`src/rtl/fetch_pkg.sv`:
```
// fetch_pkg: shared fetch FSM states, queue-entry layout and instruction size
package fetch_pkg;
  localparam int INSTR_BYTES = 4;
  typedef enum logic [1:0] {IDLE, REQUEST, DISCARD, HALT} fetch_state_t;
  // Entry layout at the default 32/32 geometry; the queue stores the same field order packed
  typedef struct packed {
    logic [31:0] inst;
    logic [31:0] pc;
    logic        misaligned;
  } fetch_entry_t;
endpackage

```
`src/rtl/fetch_queue.sv`:
```
// fetch_queue: circular instruction queue with push, pop, flush and occupancy count
// ports: i_clk, i_rst (async high), i_push/i_data tail write, i_pop head retire,
//        i_flush empties the queue and wins over push/pop, o_data head entry, o_count occupancy
module fetch_queue #(
  parameter int W     = 65,
  parameter int DEPTH = 2
) (
  input  logic                   i_clk,
  input  logic                   i_rst,
  input  logic                   i_push,
  input  logic                   i_pop,
  input  logic                   i_flush,
  input  logic [W-1:0]           i_data,
  output logic [W-1:0]           o_data,
  output logic [$clog2(DEPTH):0] o_count
);
  localparam int PW = $clog2(DEPTH);
  logic [W-1:0]  r_mem [DEPTH];
  logic [PW-1:0] r_rd, r_wr;
  logic [PW:0]   r_cnt;
  always_ff @(posedge i_clk or posedge i_rst)
    if (i_rst) begin
      r_rd  <= '0;
      r_wr  <= '0;
      r_cnt <= '0;
    end else if (i_flush) begin
      r_rd  <= '0;
      r_wr  <= '0;
      r_cnt <= '0;
    end else begin
      r_wr  <= r_wr + PW'(i_push);
      r_rd  <= r_rd + PW'(i_pop);
      r_cnt <= r_cnt + (PW+1)'(i_push) - (PW+1)'(i_pop);
    end
  always_ff @(posedge i_clk)
    if (i_push && !i_flush) r_mem[r_wr] <= i_data;
  assign o_data  = r_mem[r_rd];
  assign o_count = r_cnt;
endmodule

```
`src/rtl/fetch_unit.sv`:
```
// fetch_unit: instruction fetch FSM feeding a decode queue, with redirect/flush handling
// ports: clk_i, rst_i (async high); mem_* request/response handshake to instruction memory;
//        redirect_i/redirect_pc_i flush and retarget; inst_* queue head to decode, decode_ready_i pops
// FETCH_MISALIGN_TRAP_EN: when defined, a misaligned PC queues a fault entry and halts until redirect;
//        otherwise redirect targets are forced word aligned and inst_misaligned_o is 0
module fetch_unit import fetch_pkg::*; #(
  parameter int                  ADDRES_BIT     = 32,
  parameter logic [ADDRES_BIT-1:0] INITIAL_ADDRES = 32'h8000_0000,
  parameter int                  DATA_BIT       = 32,
  parameter int                  QUEUE_DEPTH    = 2
) (
  input  logic                  clk_i,
  input  logic                  rst_i,
  output logic [ADDRES_BIT-1:0] mem_address_o,
  output logic                  mem_get_instruction_o,
  input  logic [DATA_BIT-1:0]   mem_instruction_i,
  input  logic                  mem_instruction_completed_i,
  input  logic                  redirect_i,
  input  logic [ADDRES_BIT-1:0] redirect_pc_i,
  output logic                  inst_valid_o,
  output logic [DATA_BIT-1:0]   inst_o,
  output logic [ADDRES_BIT-1:0] inst_pc_o,
  input  logic                  decode_ready_i,
  output logic                  inst_misaligned_o
);
`ifdef FETCH_MISALIGN_TRAP_EN
  localparam int MB = 1;
`else
  localparam int MB = 0;
`endif
  localparam int EW = DATA_BIT + ADDRES_BIT + MB;
  localparam int CW = $clog2(QUEUE_DEPTH) + 1;
  fetch_state_t          r_state, w_next;
  logic [ADDRES_BIT-1:0] r_pc, r_addr, w_pc_next, w_redir_pc;
  logic                  w_push, w_pop, w_free, w_aligned;
  logic [EW-1:0]         w_push_data, w_head;
  logic [CW-1:0]         w_count;
`ifdef FETCH_MISALIGN_TRAP_EN
  assign w_redir_pc        = redirect_pc_i;
  assign w_aligned         = r_pc[1:0] == 2'b00;
  // The only push made from IDLE is the misalignment fault entry
  assign w_push_data       = (r_state == IDLE) ? {{DATA_BIT{1'b0}}, r_pc, 1'b1} : {mem_instruction_i, r_pc, 1'b0};
  assign inst_misaligned_o = inst_valid_o & w_head[0];
`else
  assign w_redir_pc        = redirect_pc_i & ~ADDRES_BIT'(3);
  assign w_aligned         = 1'b1;
  assign w_push_data       = {mem_instruction_i, r_pc};
  assign inst_misaligned_o = 1'b0;
`endif
  assign w_free                = w_count < CW'(QUEUE_DEPTH);
  assign inst_valid_o          = w_count != '0;
  // A redirect flushes the queue, so any transfer in that cycle is cancelled
  assign w_pop                 = inst_valid_o & decode_ready_i & ~redirect_i;
  assign inst_o                = inst_valid_o ? w_head[MB+ADDRES_BIT +: DATA_BIT] : '0;
  assign inst_pc_o             = inst_valid_o ? w_head[MB +: ADDRES_BIT] : '0;
  assign mem_get_instruction_o = (r_state == REQUEST) | (r_state == DISCARD);
  assign mem_address_o         = r_addr;
  always_comb begin
    w_next    = r_state;
    w_pc_next = redirect_i ? w_redir_pc : r_pc;
    w_push    = 1'b0;
    case (r_state)
      IDLE:
        if (!redirect_i && w_free) begin
          w_next = w_aligned ? REQUEST : HALT;
          w_push = !w_aligned;
        end
      REQUEST:
        if (redirect_i) w_next = mem_instruction_completed_i ? IDLE : DISCARD;
        else if (mem_instruction_completed_i) begin
          w_next    = IDLE;
          w_push    = 1'b1;
          w_pc_next = r_pc + ADDRES_BIT'(INSTR_BYTES);
        end
      DISCARD: w_next = mem_instruction_completed_i ? IDLE : DISCARD;
      default: w_next = redirect_i ? IDLE : HALT;
    endcase
  end
  // r_addr holds the request address so a redirect during DISCARD cannot disturb it
  always_ff @(posedge clk_i or posedge rst_i)
    if (rst_i) begin
      r_state <= IDLE;
      r_pc    <= INITIAL_ADDRES;
      r_addr  <= INITIAL_ADDRES;
    end else begin
      r_state <= w_next;
      r_pc    <= w_pc_next;
      if (r_state == IDLE && w_next == REQUEST) r_addr <= r_pc;
    end
  fetch_queue #(.W(EW), .DEPTH(QUEUE_DEPTH)) u_queue (
    .i_clk   (clk_i),
    .i_rst   (rst_i),
    .i_push  (w_push),
    .i_pop   (w_pop),
    .i_flush (redirect_i),
    .i_data  (w_push_data),
    .o_data  (w_head),
    .o_count (w_count)
  );
endmodule

```
`config.mk`:
```
export PLATFORM = sky130hd
export DESIGN_NAME = fetch_unit
export DESIGN_NICKNAME = d
export VERILOG_FILES = /design/src/rtl/fetch_pkg.sv /design/src/rtl/fetch_queue.sv /design/src/rtl/fetch_unit.sv
export SDC_FILE = /design/constraint.sdc
export NUM_CORES = 1
export LEC_CHECK = 0
export ABC_CLOCK_PERIOD_IN_PS = 5600
export BUFFER_PORTS_ARGS = -buffer_cell sky130_fd_sc_hd__buf_2
export CAP_MARGIN = 20
export CORE_ASPECT_RATIO = 0.75
export CORE_MARGIN = 2
export CORE_UTILIZATION = 55
export CTS_CLUSTER_SIZE = 8
export DETAILED_ROUTE_END_ITERATION = 12
export PLACE_DENSITY_LB_ADDON = 0.12
export SLEW_MARGIN = 15
export SYNTH_ARGS = -nofsm -noshare
export SYNTH_HDL_FRONTEND = slang
export SYNTH_SLANG_ARGS = --single-unit
```
`constraint.sdc`:
```
create_clock -name clk_i -period 5.6 [get_ports clk_i]
set_input_delay 0.56 -clock clk_i [delete_from_list [all_inputs] [get_ports clk_i]]
set_output_delay 0.56 -clock clk_i [all_outputs]
set_load 0.01 [all_outputs]
```
## Word-level counts from Yosys, hierarchy flattened

Memory sizes are Yosys's and may differ from the RTL's.
Index checks and enable logic that the tools add are counted.
W data, S select, Z words.

- Logic and storage cells: 46
- Output and inout bits: 99
- Bits of input ports: 69
- Memories kept: 1
- Memory bits (read-only): 0
- Bits in latches: 0
- Bits in registers: 70
- RAM bits: 128

Memories:

| name | words | width | rd ports | clocked after Yosys merged registers in | write ports | line | RTL |
|---|---|---|---|---|---|---|---|
| u_queue.r_mem | 2 | 64 | 1 | 0 | 1 | fetch_queue.sv:18 | `logic [W-1:0] r_mem [DEPTH];` |

- Equal/unequal tests: 3
- Mux-type cells: 20
- Multiply operators: 0
- Div/mod/pow operators: 0
- Bitwise gates (word level): 4
- $lt $le $gt $ge: 1
- Shift operators: 0
- Add/sub/neg operators: 5
- Reductions and logical operators: 6

Operators by type and width:

| cell | number |
|---|---|
| $mux W32 | 6 |
| $add A32 B3 Y32 const B | 1 |
| $mux W2 | 6 |
| $mux W1 | 7 |
| $pmux W2 S3 | 1 |
| $eq A2 B1 Y1 const B | 2 |
| $logic_and A1 B1 Y1 | 3 |
| $add A1 B1 Y1 | 2 |
| $add A2 B1 Y2 | 1 |
| $and A1 B1 Y1 | 2 |
| $eq A2 B2 Y1 const B | 1 |
| $logic_not A2 Y1 | 1 |
| $lt A2 B2 Y1 const B | 1 |
| $reduce_bool A2 Y1 | 1 |
| $sub A2 B1 Y2 | 1 |
| $logic_not A1 Y1 | 1 |
| $not A1 Y1 | 1 |
| $or A1 B1 Y1 | 1 |

## Logic depth before layout (Yosys ltp)

- Depth after elaboration: 6
- Depth in mapped cells: 10
- Mapped depth without buffers: 10

## Modules after synthesis

A second synthesis with hierarchy kept.

- Cell total of the unflattened synthesis: 568
- Area total of the unflattened synthesis: 8,604.5 sq um

By module, submodules not included:

| module | seq. area each (sq um) | cells an instance | area an instance (sq um) | instances |
|---|---|---|---|---|
| fetch_queue | 3,943.8 | 217 | 5,034.8 | 1 |
| fetch_unit | 1,654.1 | 351 | 3,569.7 | 1 |

## Least setup slack after synthesis

Ideal clock, no wire load.

- Kind: input-to-reg
- Start point: input redirect_i
- End point: memory u_queue.r_mem[0][0] in the netlist's numbering, enable pin
- Required time: 5.114 ns
- Path slack: 1.481 ns
- Arrival time: 3.633 ns
- Path buffers: 1
- Cell stages on the path: 4
- Library setup time: 0.486 ns
- Path through: clkbuf_1 inv_1 nand3_1 nor2_1

- Longest elaborated chain between the ends: 5
- Elaborated cells on any way between the ends: 6
- Classes of those cells: 4 x mux; 2 x reduce/logical

Ends and longest elaborated chain:

| what | line | RTL |
|---|---|---|
| start: declaration | fetch_unit.sv:18 | `input logic redirect_i,` |
| $mux W1 | fetch_unit.sv:69 | `if (redirect_i) w_next = mem_instruction_completed_i ? IDLE : DISCARD;` |
| $mux W1 | - |  |
| $logic_and A1 B1 Y1 (*) | fetch_queue.sv:36 | `if (i_push && !i_flush) r_mem[r_wr] <= i_data;` |
| $mux W1 (*) | fetch_queue.sv:36 |  |
| $mux W1 (implied by the code) (*) | fetch_queue.sv:36 |  |
| end: declaration | fetch_queue.sv:18 |  |

Mark *: on every way between the ends. The rest lies on a longest branch, timed or not.

## Final worst setup path

- Start point: input redirect_i
- End point: memory u_queue.r_mem[1][40] in the netlist's numbering, enable pin

Same word-level chain as after synthesis.

==> summary.md <==
| Metric | Value |
|---|---|
| Hold WS | `318.7 ps` |
| Port Buffers | `164` |
| Post-CTS sizing | `0` |
| Global-route wire length before repair | `roughly 26 mm` |
| Setup TNS | `0 ps` |
| DIE HEIGHT | `about 110 um` |
| Vias in the first global route | `roughly 5.2k` |
| Power per cell area | `413.0 nW/um^2` |
| CP Cell Sequence | `buf_2 > inv_1 > nand3_1 > nor2_4 > buf_4` |
| Crit path time final | `3367 ps` |
| FMAX | `297.0 MHz` |
| Syn avg cell area | `around 14 sq um` |
| Tot GR Track Use | `around 22%` |
| Slew margin rel. | `between 30 and 40%` |
| Crit path arrival time | `3430 ps` |
| 1st-iter DRT viols | `365` |
| Pin count of the biggest net entering global routing | `71` |
| Worst Skew | `~10 ps` |
| Hold path endpoint | `u_queue.r_mem[1][60]` |
| Layout cell share with drive strength beyond 1 | `a little over 30%` |
| Slowest stage cell, crit path | `inv_1` |
| Setup violators final | `0` |
| Hold Crit Class | `input pin to flip-flop` |
| Top Family by Delay on Critical Path | `buffers and inverters` |
| Initial antenna violation count | `1` |
| Final GP Congestion | `about 0.80` |
| # IOs | `~170` |
| Routed Antenna Nets | `0` |
| TritonCTS Sinks | `about 200` |
| Layout area overhead | `19.08%` |
| Synth top cells by count | `edfxtp_1 (128), nor2_1 (90), dfrtp_1 (68)` |
| Grt ovf | `0` |
| Nets | `slightly above 800` |
| H-tree depth | `4` |
| Maximum vdd drop | `roughly 0.35 mV` |
| Worst skew pair latency | `430 ps` |
| Stages on worst setup path | `5` |
| Max incr delay on CP | `around 800 ps` |
| Leading post-synthesis cells by cell area | `edfxtp_1 (47%), dfrtp_1 (21%), mux2i_1 (8.0%)` |
| Placed cells | `just over 900` |
| Crit end category | `flip-flop` |
| Root Buffer | `clkbuf_16` |
| Hold_buf cts | `0` |
| Max FO, Critical Path | `between 40 and 50` |
| Post-synthesis sequential area ratio | `between 60% and 70%` |
| WP data required | `roughly 5700 ps` |
| # Max-Cap Violations | `0` |
| Wire per inst | `17.36 um` |
| Netlist cell types | `35` |
| Setup Fix Bufs, Post-CTS | `0` |
| R2R Setup Slk | `around 2600 ps` |
| CTS tree | `yes` |
| Die X | `around 140 um` |
| CORE AREA | `14450 sq um` |
| Syn Nets | `668` |
| R2R depth | `11` |
| Number of core rows | `38` |
| Pre-Repair DR Iteration Count | `4` |
| WS Path Type | `input pin to flip-flop` |
| Post-synth EDFFs | `around 130` |
| Clock transition at path regs | `70 ps` |
| Crit path launch type | `input pin` |
| Area fraction of the dominant cell type after synthesis | `a little under half` |
| R2R Path End | `u_queue.o_count[1]` |
| Mapped Area | `between 8000 and 9000 sq um` |
| Total number of vias | `between 5k and 6k` |
| Slew Limit Fails | `0` |
| HPWL after DPL | `~11 mm` |
| Clk buf depth | `2` |
| Reg2Reg Launch Point | `u_queue.o_count[1]` |
| Biggest area consumer among synthesized cells | `edfxtp_1` |
| Status | `finished, final reports clean` |
| Primary FF master, synth | `edfxtp_1` |
| Hold Crit Start | `mem_instruction_i[28]` |
| Final-report hold violation count | `0` |
| RSZ-0062 raised after global routing | `no` |
| DRC | `0` |
| Count leader, synth | `edfxtp_1` |
| Worst Hold Depth | `1` |
| Starting Density | `56.38%` |
| Period utilization | `between 60 and 70%` |
| Layout Cells excl Fill | `a little under 1k` |
| TritonCTS Buffers | `17` |
| Worst Path Buf+Inv | `3` |
| Number of fill cells in the layout | `around 1.1k` |
| Vias per inst | `5.446` |
| Async set or reset register ratio after synthesis | `~35%` |
| Slew @ Worst Pin | `945.8 ps` |
| Die Area | `~16000 sq um` |
| #FFs+latches synth | `approximately 200` |
| Mapped Cells | `592` |
| Detailed Route WL | `16.74 mm` |
| Syn. warnings | `0` |
| LEAKAGE | `between 0.003 and 0.004 uW` |
how the worst max path moves through the flow:
stage                     startpoint                    to  slack [ps]
after global placement    redirect_i  u_queue.r_mem[0][55]        1860
after detailed placement  redirect_i  u_queue.r_mem[1][51]        1760
after CTS                 redirect_i  u_queue.r_mem[1][55]        2220
after global routing      redirect_i  u_queue.r_mem[1][40]        2000
final                     redirect_i  u_queue.r_mem[1][40]        2230
after floorplan           redirect_i   u_queue.r_mem[0][0]        1480
power breakdown:
part	internal, uW	total (uW)	switching, uW	leakage, uW
clock	562	1080	515	0.000254
sequential	1780	1920	143	0.00198
combinational	458	1010	550	0.00157
total	2800	4010	1210	0.00381
stage by stage:
step                total power [uW]  cell area [sq um]  utilization, %  setup slack (ps)
finish                          4008               9704           67.14              2233
detailed placement              2971               9163           63.39              1759
CTS                             4043               9674           66.93              2218
floorplan                       2570               8149               -              1481
global placement                2927               9163           63.39              1864
global route                    4228               9702           67.12              2002
sequential cells by signal (all words and copies together), names as in the netlist:
| signal | count |
|---|---|
| u_queue.r_mem | 128 |
| mem_address_o | 32 |
| r_pc | 32 |
| r_state | 2 |
| u_queue.o_count | 2 |
| u_queue.r_rd | 1 |
| u_queue.r_wr | 1 |
cell type report:
cell class | count | area, sq um | share of cell area (%)
Antenna cell | 1 | 2.502 | 0.02579
Clock inverter | 14 | 82.58 | 0.8510
Tap cell | 200 | 250.2 | 2.579
Inverter | 12 | 45.04 | 0.4642
Clock buffer | 18 | 429.2 | 4.422
Multi-Input combinational cell | 351 | 2407 | 24.81
Timing Repair Buffer | 170 | 885.9 | 9.128
Sequential cell | 198 | 5602 | 57.72
cell usage in the layout, fill, tap and decap left out, types with 3 or more instances in the layout:
cell | netlist | routed
nor2_4 | 0 | 3
mux2_2 | 32 | 32
nor2_1 | 90 | 87
ha_1 | 7 | 7
inv_6 | 0 | 3
xnor2_1 | 9 | 9
clkinv_1 | 0 | 4
o31ai_1 | 7 | 7
clkbuf_16 | 0 | 17
nand4_1 | 7 | 7
o211ai_1 | 3 | 3
nor2b_1 | 4 | 4
or3_1 | 7 | 7
nand2_1 | 25 | 25
nand3_1 | 16 | 16
clkinv_2 | 0 | 5
and3_1 | 9 | 9
dfrtp_1 | 68 | 67
a21oi_1 | 5 | 5
edfxtp_1 | 128 | 128
mux2i_1 | 65 | 65
buf_2 | 5 | 164
xor2_1 | 6 | 6
o21ai_0 | 20 | 20
or4_1 | 11 | 11
a31oi_1 | 14 | 14
inv_1 | 12 | 11
buf_4 | 1 | 5
kinds of logic (layout without fill, tap and decap cells):
logic type,after synthesis,after routing,synth area share (%)
other,1,2,0.04602
AOI/OAI and AO/OA,52,52,3.823
adders and majority gates,7,7,1.075
buffers and inverters,43,214,2.103
and+or+nand+nor,179,179,10.24
DFF,198,198,68.69
xor gates and xnor gates,15,15,1.612
muxes,97,97,12.41
per-layer routing:
layer | share of wire [%] | vias up | track usage [%]
met5 | 0 | - | 0
met4 | 1.9 | 0 | 9.293
met3 | 6.8 | 25 | 5.880
met2 | 46 | 180 | 34.43
met1 | 45 | 2565 | 30.41
li1 | - | 2480 | -
worst reg2reg max path: cells and delay by family, from the launching register on:
kind | cells | cell delay, ps
and+or+nand+nor | 4 | 950
buffers and inverters | 3 | 630
DFF | 1 | 460
adders and majority gates | 2 | 460
xor gates and xnor gates | 2 | 330
Note: power is estimated with default switching activity, not from simulation.
